<file path="src/rtl/mem_arb_pkg.sv">
// Shared types and helpers for mem_port_arbiter.
//   arb_state_t   : arbiter FSM states
//   grant_t       : which requester owns (or last owned) the memory port
//   LINE_OFFSET_W : byte-offset width of an icache line at the default line size
//   line_offset_w : the same quantity for any LINE_WORDS value
package mem_arb_pkg;

  typedef enum logic [1:0] {
    IDLE,
    IC_BURST,
    DM_ACCESS,
    DONE
  } arb_state_t;

  typedef enum logic {
    GRANT_IC,
    GRANT_DM
  } grant_t;

  localparam int LINE_WORDS_DEF = 4;
  localparam int LINE_OFFSET_W  = $clog2(LINE_WORDS_DEF) + 2;

  function automatic int line_offset_w(input int line_words);
    return $clog2(line_words) + 2;
  endfunction

endpackage

</file>
<file path="src/rtl/mem_arb_perf_cnt.sv">
// Saturating event counter for the arbiter's performance outputs.
//   clk   : clock
//   rst_n : async active-low clear
//   inc   : count this cycle
//   count : current value, sticks at all-ones
module mem_arb_perf_cnt #(
  parameter int W = 32
) (
  input  logic         clk,
  input  logic         rst_n,
  input  logic         inc,
  output logic [W-1:0] count
);

  always_ff @(posedge clk or negedge rst_n) begin
    if (!rst_n)                  count <= '0;
    else if (inc && count != '1) count <= count + W'(1);
  end

endmodule

</file>
<file path="src/rtl/mem_port_arbiter.sv">
// Round-robin arbiter sharing one backing-memory port between the icache
// refill engine (LINE_WORDS-beat bursts) and the data-memory stage (single
// beats). Bursts are never preempted; every transaction ends with a DONE
// state followed by a one-cycle done pulse.
//
// Ports:
//   clk_i, reset_n_i          : clock, async active-low reset
//   ic_req_i/ic_addr_i        : refill request and line address
//   ic_rvalid_o/rdata/beat    : refill beat stream
//   ic_done_o                 : pulse after the last refill beat
//   dm_req_i/we/addr/wdata/be : data access request
//   dm_rdata_o/dm_done_o      : load data and completion pulse
//   mem_*                     : registered memory port, ack completes a beat
//
// Build option: define MEM_ARB_PERF_EN to add ic_wait_cycles_o,
// dm_wait_cycles_o and conflict_cnt_o saturating counters.
module mem_port_arbiter
  import mem_arb_pkg::*;
#(
  parameter int LINE_WORDS = LINE_WORDS_DEF,
  parameter int ADDR_W     = 32
) (
  input  logic                          clk_i,
  input  logic                          reset_n_i,
  input  logic                          ic_req_i,
  input  logic [ADDR_W-1:0]             ic_addr_i,
  output logic                          ic_rvalid_o,
  output logic [31:0]                   ic_rdata_o,
  output logic [$clog2(LINE_WORDS)-1:0] ic_beat_o,
  output logic                          ic_done_o,
  input  logic                          dm_req_i,
  input  logic                          dm_we_i,
  input  logic [ADDR_W-1:0]             dm_addr_i,
  input  logic [31:0]                   dm_wdata_i,
  input  logic [3:0]                    dm_be_i,
  output logic [31:0]                   dm_rdata_o,
  output logic                          dm_done_o,
  output logic                          mem_req_o,
  output logic                          mem_we_o,
  output logic [ADDR_W-1:0]             mem_addr_o,
  output logic [31:0]                   mem_wdata_o,
  output logic [3:0]                    mem_be_o,
  input  logic                          mem_ack_i,
  input  logic [31:0]                   mem_rdata_i
`ifdef MEM_ARB_PERF_EN
  ,
  output logic [31:0]                   ic_wait_cycles_o,
  output logic [31:0]                   dm_wait_cycles_o,
  output logic [31:0]                   conflict_cnt_o
`endif
);

  localparam int OFF_W  = line_offset_w(LINE_WORDS);
  localparam int BEAT_W = $clog2(LINE_WORDS);
  localparam logic [BEAT_W-1:0] LAST_BEAT = BEAT_W'(LINE_WORDS - 1);

  arb_state_t        state, state_d;
  grant_t            owner, owner_d;
  grant_t            last_grant, last_grant_d;
  logic [BEAT_W-1:0] beat, beat_d;

  logic              mem_req_d, mem_we_d;
  logic [ADDR_W-1:0] mem_addr_d;
  logic [31:0]       mem_wdata_d;
  logic [3:0]        mem_be_d;
  logic              ic_rvalid_d, ic_done_d, dm_done_d;
  logic [31:0]       ic_rdata_d, dm_rdata_d;
  logic [BEAT_W-1:0] ic_beat_d;

  // Line offset bits of the refill address are deliberately dropped.
  logic unused_ic_off;
  assign unused_ic_off = ^ic_addr_i[OFF_W-1:0];

  always_ff @(posedge clk_i or negedge reset_n_i) begin
    if (!reset_n_i) begin
      state       <= IDLE;
      owner       <= GRANT_IC;
      last_grant  <= GRANT_DM;   // icache wins the first tie
      beat        <= '0;
      mem_req_o   <= 1'b0;
      mem_we_o    <= 1'b0;
      mem_addr_o  <= '0;
      mem_wdata_o <= '0;
      mem_be_o    <= '0;
      ic_rvalid_o <= 1'b0;
      ic_rdata_o  <= '0;
      ic_beat_o   <= '0;
      ic_done_o   <= 1'b0;
      dm_done_o   <= 1'b0;
      dm_rdata_o  <= '0;
    end else begin
      state       <= state_d;
      owner       <= owner_d;
      last_grant  <= last_grant_d;
      beat        <= beat_d;
      mem_req_o   <= mem_req_d;
      mem_we_o    <= mem_we_d;
      mem_addr_o  <= mem_addr_d;
      mem_wdata_o <= mem_wdata_d;
      mem_be_o    <= mem_be_d;
      ic_rvalid_o <= ic_rvalid_d;
      ic_rdata_o  <= ic_rdata_d;
      ic_beat_o   <= ic_beat_d;
      ic_done_o   <= ic_done_d;
      dm_done_o   <= dm_done_d;
      dm_rdata_o  <= dm_rdata_d;
    end
  end

  always_comb begin
    state_d      = state;
    owner_d      = owner;
    last_grant_d = last_grant;
    beat_d       = beat;
    mem_req_d    = mem_req_o;
    mem_we_d     = mem_we_o;
    mem_addr_d   = mem_addr_o;
    mem_wdata_d  = mem_wdata_o;
    mem_be_d     = mem_be_o;
    ic_rvalid_d  = 1'b0;
    ic_rdata_d   = ic_rdata_o;
    ic_beat_d    = ic_beat_o;
    ic_done_d    = 1'b0;
    dm_done_d    = 1'b0;
    dm_rdata_d   = dm_rdata_o;

    case (state)
      IDLE: begin
        // On a tie the requester that did not go last wins.
        if (ic_req_i && (!dm_req_i || last_grant == GRANT_DM)) begin
          state_d      = IC_BURST;
          owner_d      = GRANT_IC;
          last_grant_d = GRANT_IC;
          beat_d       = '0;
          mem_req_d    = 1'b1;
          mem_we_d     = 1'b0;
          mem_addr_d   = {ic_addr_i[ADDR_W-1:OFF_W], {OFF_W{1'b0}}};
          mem_wdata_d  = '0;
          mem_be_d     = 4'hF;
        end else if (dm_req_i) begin
          state_d      = DM_ACCESS;
          owner_d      = GRANT_DM;
          last_grant_d = GRANT_DM;
          mem_req_d    = 1'b1;
          mem_we_d     = dm_we_i;
          mem_addr_d   = dm_addr_i;
          mem_wdata_d  = dm_wdata_i;
          mem_be_d     = dm_be_i;
        end
      end
      IC_BURST: begin
        if (mem_ack_i) begin
          ic_rvalid_d = 1'b1;
          ic_rdata_d  = mem_rdata_i;
          ic_beat_d   = beat;
          if (beat == LAST_BEAT) begin
            state_d     = DONE;
            mem_req_d   = 1'b0;
            mem_addr_d  = '0;
            mem_be_d    = '0;
          end else begin
            // Base is line-aligned, so +4 never leaves the line.
            beat_d     = beat + BEAT_W'(1);
            mem_addr_d = mem_addr_o + ADDR_W'(4);
          end
        end
      end
      DM_ACCESS: begin
        if (mem_ack_i) begin
          if (!mem_we_o) dm_rdata_d = mem_rdata_i;
          state_d     = DONE;
          mem_req_d   = 1'b0;
          mem_we_d    = 1'b0;
          mem_addr_d  = '0;
          mem_wdata_d = '0;
          mem_be_d    = '0;
        end
      end
      DONE: begin
        // The pulse lands in the following IDLE cycle; that cycle can
        // already decide the next grant.
        if (owner == GRANT_IC) ic_done_d = 1'b1;
        else                   dm_done_d = 1'b1;
        state_d = IDLE;
      end
      default: state_d = IDLE;
    endcase
  end

`ifdef MEM_ARB_PERF_EN
  logic ic_granted, dm_granted, conflict;
  assign ic_granted = (state != IDLE) && (owner == GRANT_IC);
  assign dm_granted = (state != IDLE) && (owner == GRANT_DM);
  assign conflict   = (state == IDLE) && ic_req_i && dm_req_i;

  mem_arb_perf_cnt #(.W(32)) u_ic_wait (
    .clk(clk_i), .rst_n(reset_n_i), .inc(ic_req_i && !ic_granted), .count(ic_wait_cycles_o)
  );
  mem_arb_perf_cnt #(.W(32)) u_dm_wait (
    .clk(clk_i), .rst_n(reset_n_i), .inc(dm_req_i && !dm_granted), .count(dm_wait_cycles_o)
  );
  mem_arb_perf_cnt #(.W(32)) u_conflict (
    .clk(clk_i), .rst_n(reset_n_i), .inc(conflict), .count(conflict_cnt_o)
  );
`endif

endmodule

</file>
<file path="config.mk">
export PLATFORM = sky130hd
export DESIGN_NAME = mem_port_arbiter
export DESIGN_NICKNAME = d
export VERILOG_FILES = /design/src/rtl/mem_arb_pkg.sv /design/src/rtl/mem_arb_perf_cnt.sv /design/src/rtl/mem_port_arbiter.sv
export SDC_FILE = /design/constraint.sdc
export NUM_CORES = 1
export LEC_CHECK = 0
export ABC_CLOCK_PERIOD_IN_PS = 3480
export BUFFER_PORTS_ARGS = -buffer_cell sky130_fd_sc_hd__buf_4
export CORE_ASPECT_RATIO = 0.8
export CORE_MARGIN = 5
export CORE_UTILIZATION = 35
export CTS_CLUSTER_SIZE = 25
export DETAILED_ROUTE_END_ITERATION = 16
export GPL_ROUTABILITY_DRIVEN = 0
export GPL_TIMING_DRIVEN = 0
export SLEW_MARGIN = 0
export SYNTH_ARGS = -nofsm -noshare
export SYNTH_HDL_FRONTEND = slang
export SYNTH_SLANG_ARGS = --single-unit
</file>
<file path="constraint.sdc">
create_clock -name clk_i -period 3.48 [get_ports clk_i]
set_input_delay 0.348 -clock clk_i [delete_from_list [all_inputs] [get_ports clk_i]]
set_output_delay 0.348 -clock clk_i [all_outputs]
set_load 0.05 [all_outputs]
</file>
==> metrics.yaml, run 1 <==
crit_path_cell_trace: "inv_1, ha_1, clkbuf_1, and3b_1, clkbuf_1, clkbuf_1, o21ai_0, nand2_1, a22o_1"
fp-row-count: 45
yosys.area_share.adder_pct: 1.13
grt.overflow.total: 0
clk_pin_slew_worst_paths_ps: 70
die_h_um: 133
antenna_found_initial: 0
postSynthAreaPerCell_um2: 11.9
cts_tree: "yes"
clock_sinks: 145
rr_startpoint: "state[0]"
critPathKind: "reg -> reg"
status: "finished, final reports clean"
final_max_slew_viol_count: 0
yosys_warnings: 0
drt-total-wl_mm: 21.6
grt_max_degree: 95
drc: 0
drive_gt1_share_pct: 45.1
crit_path_max_fanout: 10
hold_class: "in -> reg"
top_usage_layer: "met2"
min-delay-start: "ic_req_i"
synth_top_family_by_area: "multiplexers"
area_delta_synth_final_pct: 45.1
yosysSeqAreaShare_pct: 54.5
p_int_mw: 5.62
tns_ps: 0
finalCritPeriodShare_pct: 75.9
core-area_um2: 18900
synth_nets: 704
end_kind: "flip-flop"
clock_skew_ps: 9.50
grt_pass1_wl_mm: 33.7
p_leak_nw: 4.65
drt-vias-per-instance: 5.13
cp-start-kind: "flip-flop"
synth_edf_count: 0
cts-root-buf: "clkbuf_16"
groute.usage.overall_pct: 19.4
r2r_cells: 9
cts_buffers: 17
synthMuxAreaShare_pct: 16.0
die_area_um2: 21900
r2r_slack_ps: 840
grt_use_met3_pct: 8.85
seq_power_share_pct: 26.7
tightest_slew_ps: 912
vias: 5764
cts_buffer_depth: 2
synthFlopType: "dfrtp_1"
worst_path_most_repeated_cell: "clkbuf_1"
fmax_ghz: 0.378
fin_hold_ws_ps: 106
synth_compound_area_share_pct: 15.4
met1_usage_pct: 24.6
h-tree-depth: 4
r2r-end: "mem_addr_o[19]"
die_x_um: 164
fin_nets: 996
min_path_cells: 2
synth_cells: 560
avgRoutedWirePerCell_um: 19.2
insertedDiodeCount: 0
ir_worst_vdd_uv: 768
fin_crit_ps: 2640
dp_hpwl_mm: 16.0
drtPass1Iterations: 5
syn-cell-area_um2: 6670
hold_viol_final: 0
io_pins: 277
worstPathRequired_ps: 3840
start_util_pct: 35.3
yosys_register_bits: 145
power.share.clock_pct: 16.7
synthDistinctLibCells: 50
synth-simple-area-share_pct: 9.67
crit_slowest_cell: "clkbuf_1"
p_switching_mw: 5.62
setup_viol: 0
slew_headroom_pct: 39.2
hold_end: "last_grant"
async_reset_ff_share_pct: 100
drt_iter0_markers: 244
p_per_area_nw_per_um2: 1160
grt_use_met2_pct: 30.9
max-cap-violations: 0
detail-route-antenna-nets: 0
p_comb_share_pct: 56.6
utilization_pct: 51.3
io_buffers: 271
n_fill_cell: 1703
swShare_pct: 50.0
power.total_mw: 11.2
crit_path_max_incr_delay_ps: 480
first_global_vias: 6097
rsz0062_at_grt: "no"
synthXorXnorAreaFrac_pct: 0
clk_latency_ps: 420
worst_ep_arrival_time_ps: 3000
==> what timing repair did <==
item / CTS / global route
hold endpoints to repair: 51 / 0
setup buffers: 0 / 0
hold buffers: 1 / 0
resized for setup: 0 / 0
==> how the worst max path moves through the flow <==
stage             startpoint        endpoint  slack (ps)
3_5_place_dp        state[0]  mem_addr_o[19]         880
3_3_place_gp        state[0]  mem_addr_o[19]         910
4_1_cts             state[0]  mem_addr_o[19]         850
2_1_floorplan  mem_addr_o[2]  mem_addr_o[28]        1190
5_1_grt             state[0]  mem_addr_o[19]         620
6_report            state[0]  mem_addr_o[19]         840
==> cells by family (layout without fill, tap and decap cells) <==
group                      after synthesis  count (layout)
DFF                                    145             145
AOI/OAI and AO/OA                      144             144
and+or+nand+nor                        116             116
adders and majority gates                6               6
buffers and inverters                   51             356
muxes                                   98              98
==> layer usage <==
layer,part of all wire [%],wire (µm),vias up
met1,41,8830,2837
li1,-,-,2683
met5,0,0,-
met3,11,2430,16
met4,0.87,188,0
met2,47,10200,228
==> synthesized netlist by cell type (all sizes together), types with 3 or more instances <==
cell    number  area share (%)
a21oi       16             1.2
a22o        40             5.3
a31oi        6            0.56
and2         3            0.28
and3         5            0.49
and4         6            0.79
buf         13             1.2
clkbuf      28             1.6
dfrtp      144              54
ha           6             1.1
inv         10            0.56
mux2        70              12
mux2i       28             4.2
nand2       43             2.4
nand3        9            0.68
nand3b       4            0.45
nand4       12             1.7
nor2        12            0.68
nor2b        3            0.28
nor3         4            0.30
o21a         3            0.34
o21ai       39             2.9
o22ai        9            0.84
o31ai        4            0.45
o32a        15             2.3
or3          4            0.38
or4          4            0.51
==> layout by cell type, fill, tap and decap left out, types with 5 or more instances in the layout <==
cell type	instances
a21oi_1	16
a22o_1	40
a31oi_1	6
and4_1	6
buf_2	5
buf_4	272
clkbuf_1	28
clkbuf_16	17
dfrtp_1	144
ha_1	6
inv_1	10
mux2_2	70
mux2i_1	28
nand2_1	43
nand3_1	9
nand4_1	9
nor2_1	12
o21ai_0	37
o22ai_1	9
o32a_1	15
==> power by group through the flow <==
| stage | clock, mW | combinational [mW] | sequential [mW] |
|---|---|---|---|
| after floorplan | 0 | 1.93 | 5.33 |
| after global placement | 0 | 6.29 | 2.97 |
| after detailed placement | 0 | 6.39 | 3.01 |
| after CTS | 1.93 | 6.40 | 3.00 |
| after global routing | 2.01 | 6.74 | 3.11 |
| final | 1.87 | 6.36 | 3.01 |
==> worst max-delay path, delay by kind of cell, from the launching register on <==
kind,cells,cell delay (ps)
AO/OA/AOI/OAI,2,310
adder cells (fa/ha/maj),1,270
buffers and inverters,4,1290
flip-flops,1,390
AND/OR/NAND/NOR,2,330
==> metrics by stage <==
stage | std cells | setup WS (ps) | area, µm²
2_1_floorplan | 560 | 1190 | 6670
3_3_place_gp | 1089 | 909 | 9020
3_5_place_dp | 1090 | 879 | 9050
4_1_cts | 1123 | 846 | 9670
5_1_grt | 1123 | 617 | 9670
6_report | 1123 | 837 | 9670
==> cell type report <==
cell class | count | area, µm² | share of cell area (%)
multi-input combinational | 364 | 2820 | 29.1
timing repair buffer | 273 | 2080 | 21.5
inverter | 10 | 37.5 | 0.388
clock buffer | 18 | 439 | 4.54
buffer | 41 | 183 | 1.89
tap | 258 | 323 | 3.34
clock inverter | 14 | 168 | 1.73
sequential | 145 | 3630 | 37.5
==> registers in the layout, summed over array words and instances, names as in the netlist <==
register     count
mem_we_o         1
dm_done_o        1
ic_rvalid_o      1
mem_be_o         4
ic_done_o        1
ic_beat_o        2
beat             2
dm_rdata_o      32
owner            1
last_grant       1
ic_rdata_o      32
mem_wdata_o     32
mem_addr_o      32
state            2
mem_req_o        1
Note: power is estimated with default switching activity, not from simulation.
==> inputs of run 2 (changes only) <==
--- a/config.mk
+++ b/config.mk
@@ -5,7 +5,7 @@
 export SDC_FILE = /design/constraint.sdc
 export NUM_CORES = 1
 export LEC_CHECK = 0
-export ABC_CLOCK_PERIOD_IN_PS = 3480
+export ABC_CLOCK_PERIOD_IN_PS = 2400
 export BUFFER_PORTS_ARGS = -buffer_cell sky130_fd_sc_hd__buf_4
 export CORE_ASPECT_RATIO = 0.8
 export CORE_MARGIN = 5
==> constraint.sdc (replaced) <==
create_clock -name clk_i -period 2.4 [get_ports clk_i]
set_input_delay 0.24 -clock clk_i [delete_from_list [all_inputs] [get_ports clk_i]]
set_output_delay 0.24 -clock clk_i [all_outputs]
set_load 0.05 [all_outputs]
==> run 2 against run 1 <==
  * Sequential power increased by 45%
  * Count of clock-buffer cells in the layout stayed put
  * Die area unchanged
  * Utilization is 0.36 points higher
  * Largest cell class unchanged
==> metrics.yaml, run 2 (synthesis results as in run 1) <==
fin_cells: 1126
io_buffers: 271
clk_pin_slew_worst_paths_ps: 60
p_leak_nw: 4.71
finalCritPeriodShare_pct: 94.2
drt_iter0_markers: 256
max-cap-violations: 0
grt.overflow.total: 0
h-tree-depth: 4
die_area_um2: 21900
hold_viol_final: 0
clk_latency_ps: 420
clock_skew_ps: 9.32
drt-vias-per-instance: 5.15
end_kind: "flip-flop"
utilization_pct: 51.6
drc: 0
drtPass1Iterations: 5
vias: 5797
timing.final.ws_setup_ps: 140
critical_path.endpoint: "mem_wdata_o[0]"
cp-start-kind: "flip-flop"
rr_startpoint: "state[0]"
power.total_mw: 16.4
place_area_um2: 9050
area_delta_synth_final_pct: 46.1
core-area_um2: 18900
tns_ps: 0
fin_hold_ws_ps: 38.9
antenna_found_initial: 0
dp_hpwl_mm: 16.0
clock_sinks: 145
drt-total-wl_mm: 21.6
fin_crit_ps: 2260
hold_class: "in -> reg"
avgRoutedWirePerCell_um: 19.2
cts_buffer_depth: 2
slew_headroom_pct: 38.3
p_per_area_nw_per_um2: 1690
die_x_um: 164
status: "finished, final reports clean"
place_ws_ps: -201
worstPathRequired_ps: 2750
tightest_slew_ps: 925
place_inst: 1090
r2r_slack_ps: 140
ir_worst_vdd_uv: 1110
grt_max_degree: 95
drive_gt1_share_pct: 47.0
insertedDiodeCount: 0
final_area_um2: 9740
worst_ep_arrival_time_ps: 2610
fmax_ghz: 0.442
final_max_slew_viol_count: 0
cts-root-buf: "clkbuf_16"
groute.usage.overall_pct: 19.4
r2r_cells: 7
final_cell_mix: "276 x buf_4, 144 x dfrtp_1, 70 x mux2_2"
critPathKind: "reg -> reg"
min_path_cells: 2
die_h_um: 133
cp-startpoint: "state[0]"
cts_tree: "yes"
crit_path_max_fanout: 10
detail-route-antenna-nets: 0
min-delay-start: "dm_wdata_i[18]"
grt_pass1_wl_mm: 33.7
first_global_vias: 6109
mostFrequentLayoutCell: "buf_4"
cts_buffers: 17
io_pins: 277
r2r-end: "mem_wdata_o[0]"
fp-row-count: 45
fin_nets: 999
setup_viol: 0
start_util_pct: 35.3
run 2: layout make-up:
cell class / count / area [µm²]
buffer: 39 / 186
clock buffer: 18 / 439
sequential: 145 / 3630
clock inverter: 14 / 168
fill: 1697 / 9120
timing repair buffer: 278 / 2120
inverter: 10 / 37.5
tap: 258 / 323
multi-input combinational: 364 / 2840
run 2: timing repair:
| action | in CTS | in global routing |
|---|---|---|
| endpoints found under the hold margin | 52 | 0 |
| resized for setup | 8 | 11 |
| pin swaps | 1 | 2 |
| setup endpoints to repair | 75 | 77 |
| setup buffers | 3 | 1 |
| hold buffers | 2 | 0 |
run 2: how the worst min path moves through the flow:
stage | slack (ps) | endpoint
2_1_floorplan | -60 | beat[0]
3_3_place_gp | 410 | last_grant
3_5_place_dp | 220 | mem_wdata_o[10]
4_1_cts | 10 | mem_wdata_o[18]
5_1_grt | 10 | mem_wdata_o[18]
6_report | 40 | mem_wdata_o[18]
run 2: routing by layer:
| metal | vias up | track usage (%) | part of all wire (%) |
|---|---|---|---|
| met1 | 2838 | 24.6 | 41 |
| met4 | 0 | 4.01 | 1.2 |
| met5 | - | 0 | 0 |
| li1 | 2692 | - | - |
| met3 | 24 | 8.85 | 11 |
| met2 | 243 | 30.9 | 47 |
run 2: worst max-delay path: stages, from the launching register on:
cell and delay, ps:
dfrtp_1 410, inv_1 90, ha_1 240, or3b_1 360, clkbuf_1 160, nand2_1 310, clkbuf_1 400, a22o_1 230
run 2: power breakdown:
part / total, mW / internal [mW] / switching [mW]
combinational: 9.34 / 3.09 / 6.25
clock: 2.71 / 1.59 / 1.12
sequential: 4.36 / 3.54 / 0.819
==> inputs of run 3 (changes only) <==
--- a/config.mk
+++ b/config.mk
@@ -14,6 +14,7 @@
 export DETAILED_ROUTE_END_ITERATION = 16
 export GPL_ROUTABILITY_DRIVEN = 0
 export GPL_TIMING_DRIVEN = 0
+export REMOVE_ABC_BUFFERS = 1
 export SLEW_MARGIN = 0
 export SYNTH_ARGS = -nofsm -noshare
 export SYNTH_HDL_FRONTEND = slang
==> constraint.sdc (replaced) <==
create_clock -name clk_i -period 2.4 [get_ports clk_i]
set_input_delay 0.24 -clock clk_i [delete_from_list [all_inputs] [get_ports clk_i]]
set_output_delay 0.24 -clock clk_i [all_outputs]
set_load 0.005 [all_outputs]
==> run 3 against run 2 <==
  * Flip-flop and latch count did not move
  * Sequential share of layout area decreased by 0.076 points
  * Critical path type unchanged
  * Clock skew decreased by 1.4 ps
  * Critical path depth is 2 lower
  * Via count down 2.6%
  * Highest routed layer unchanged
  * Cell count shrank 2.1%
  * Sequential power barely moved
==> metrics.yaml, run 3 (synthesis results as in run 1) <==
drive_gt1_share_pct: 48.8
cts_buffers: 17
io_buffers: 272
first_global_vias: 5920
p_comb_share_pct: 45.4
dp_hpwl_mm: 14.9
max-cap-violations: 0
fin_crit_ps: 2260
cts_buffer_depth: 2
start_util_pct: 35.3
detail-route-antenna-nets: 0
ir_worst_vdd_uv: 512
drt-total-wl_mm: 20.9
n_fill_cell: 1671
fp-row-count: 45
final_max_slew_viol_count: 0
crit_path_max_incr_delay_ps: 490
hold_class: "in -> reg"
worstPathRequired_ps: 2710
h-tree-depth: 4
antenna_found_initial: 0
drc: 0
drt_iter0_markers: 362
tightest_slew_ps: 943
vias: 5645
power.share.clock_pct: 20.5
end_kind: "flip-flop"
crit_slowest_cell: "dfrtp_1"
rsz0062_at_grt: "no"
fin_nets: 975
drt-vias-per-instance: 5.12
cp-start-kind: "flip-flop"
status: "finished, final reports clean"
die_h_um: 133
worstPathBufferInverterCount: 0
utilization_pct: 51.7
die_area_um2: 21900
fmax_ghz: 0.442
crit_path_max_fanout: 8
drtPass1Iterations: 6
p_int_mw: 8.21
cts-root-buf: "clkbuf_16"
swShare_pct: 36.0
critPathKind: "reg -> reg"
seq_power_share_pct: 34.1
cts_tree: "yes"
grt.overflow.total: 0
area_delta_synth_final_pct: 46.4
clock_skew_ps: 7.94
clk_pin_slew_worst_paths_ps: 60
p_switching_mw: 4.63
groute.usage.overall_pct: 18.9
final_cell_mix: "281 x buf_4, 144 x dfrtp_1, 70 x mux2_2"
clk_latency_ps: 420
io_pins: 277
slew_headroom_pct: 36.9
avgRoutedWirePerCell_um: 19.0
p_leak_nw: 4.67
finalCritPeriodShare_pct: 94.3
grt_pass1_wl_mm: 32.7
worst_ep_arrival_time_ps: 2570
fin_hold_ws_ps: 34.9
cp_top_family: "simple AND/OR/NAND/NOR gates"
mostFrequentLayoutCell: "buf_4"
tns_ps: 0
clock_sinks: 145
die_x_um: 164
insertedDiodeCount: 0
p_per_area_nw_per_um2: 1320
crit_path_cell_trace: "and3_1, and4_1, nand4_2, o311a_1, a211o_1"
core-area_um2: 18900
hold_viol_final: 0
grt_max_degree: 90
setup_viol: 0
-- run 3: area by class of cell --
cell class	count	area (µm²)	share of cell area, %
clock inverter	14	156	1.60
multi-input combinational	367	2940	30.1
tap	258	323	3.31
clock buffer	18	429	4.40
sequential	145	3630	37.2
inverter	10	37.5	0.385
timing repair buffer	290	2240	23.0
-- run 3: metrics by stage --
step / instance area (µm²) / std cells / worst slack, ps / total power, mW
after detailed placement: 8970 / 1055 / -1650 / 9.90
after global routing: 9760 / 1102 / 2.18 / 13.7
after floorplan: 6480 / 519 / -1330 / 6.97
after global placement: 8850 / 1049 / -2760 / 9.63
final: 9760 / 1102 / 137 / 12.8
after CTS: 9720 / 1101 / 27.3 / 12.9
-- run 3: final timing paths --
path	endpoint	from	cells after the start	slack [ps]
max reg2reg	mem_addr_o[25]	mem_addr_o[14]	5	140
min in group asynchronous	mem_addr_o[31]	reset_n_i	2	350
max	mem_addr_o[25]	mem_addr_o[14]	5	140
min reg2reg	ic_done_o	owner	1	460
min	mem_wdata_o[29]	dm_wdata_i[29]	2	30
max in group asynchronous	ic_rdata_o[3]	reset_n_i	3	1210
-- run 3: metal layers --
metal / GRT usage [%] / part of all wire [%] / up-vias
met5: 0 / 0 / -
met4: 6.66 / 1.7 / 0
li1: - / - / 2661
met1: 24.3 / 42 / 2771
met3: 3.59 / 5.1 / 24
met2: 31.7 / 51 / 189
-- run 3: what timing repair did --
action | 4_1_cts | 5_1_grt
setup endpoints to repair | 63 | 50
cloned | 2 | 1
hold buffers | 2 | 0
gates resized for setup | 10 | 8
pin swaps | 5 | 1
hold endpoints to repair | 57 | 0
buffers inserted | 10 | 0
-- run 3: power by group through the flow --
stage	Combinational [mW]	Clock, mW	Sequential (mW)
floorplan	2.67	0	4.31
global placement	5.31	0	4.32
detailed placement	5.52	0	4.38
CTS	5.82	2.71	4.36
global route	6.33	2.82	4.51
finish	5.83	2.64	4.38
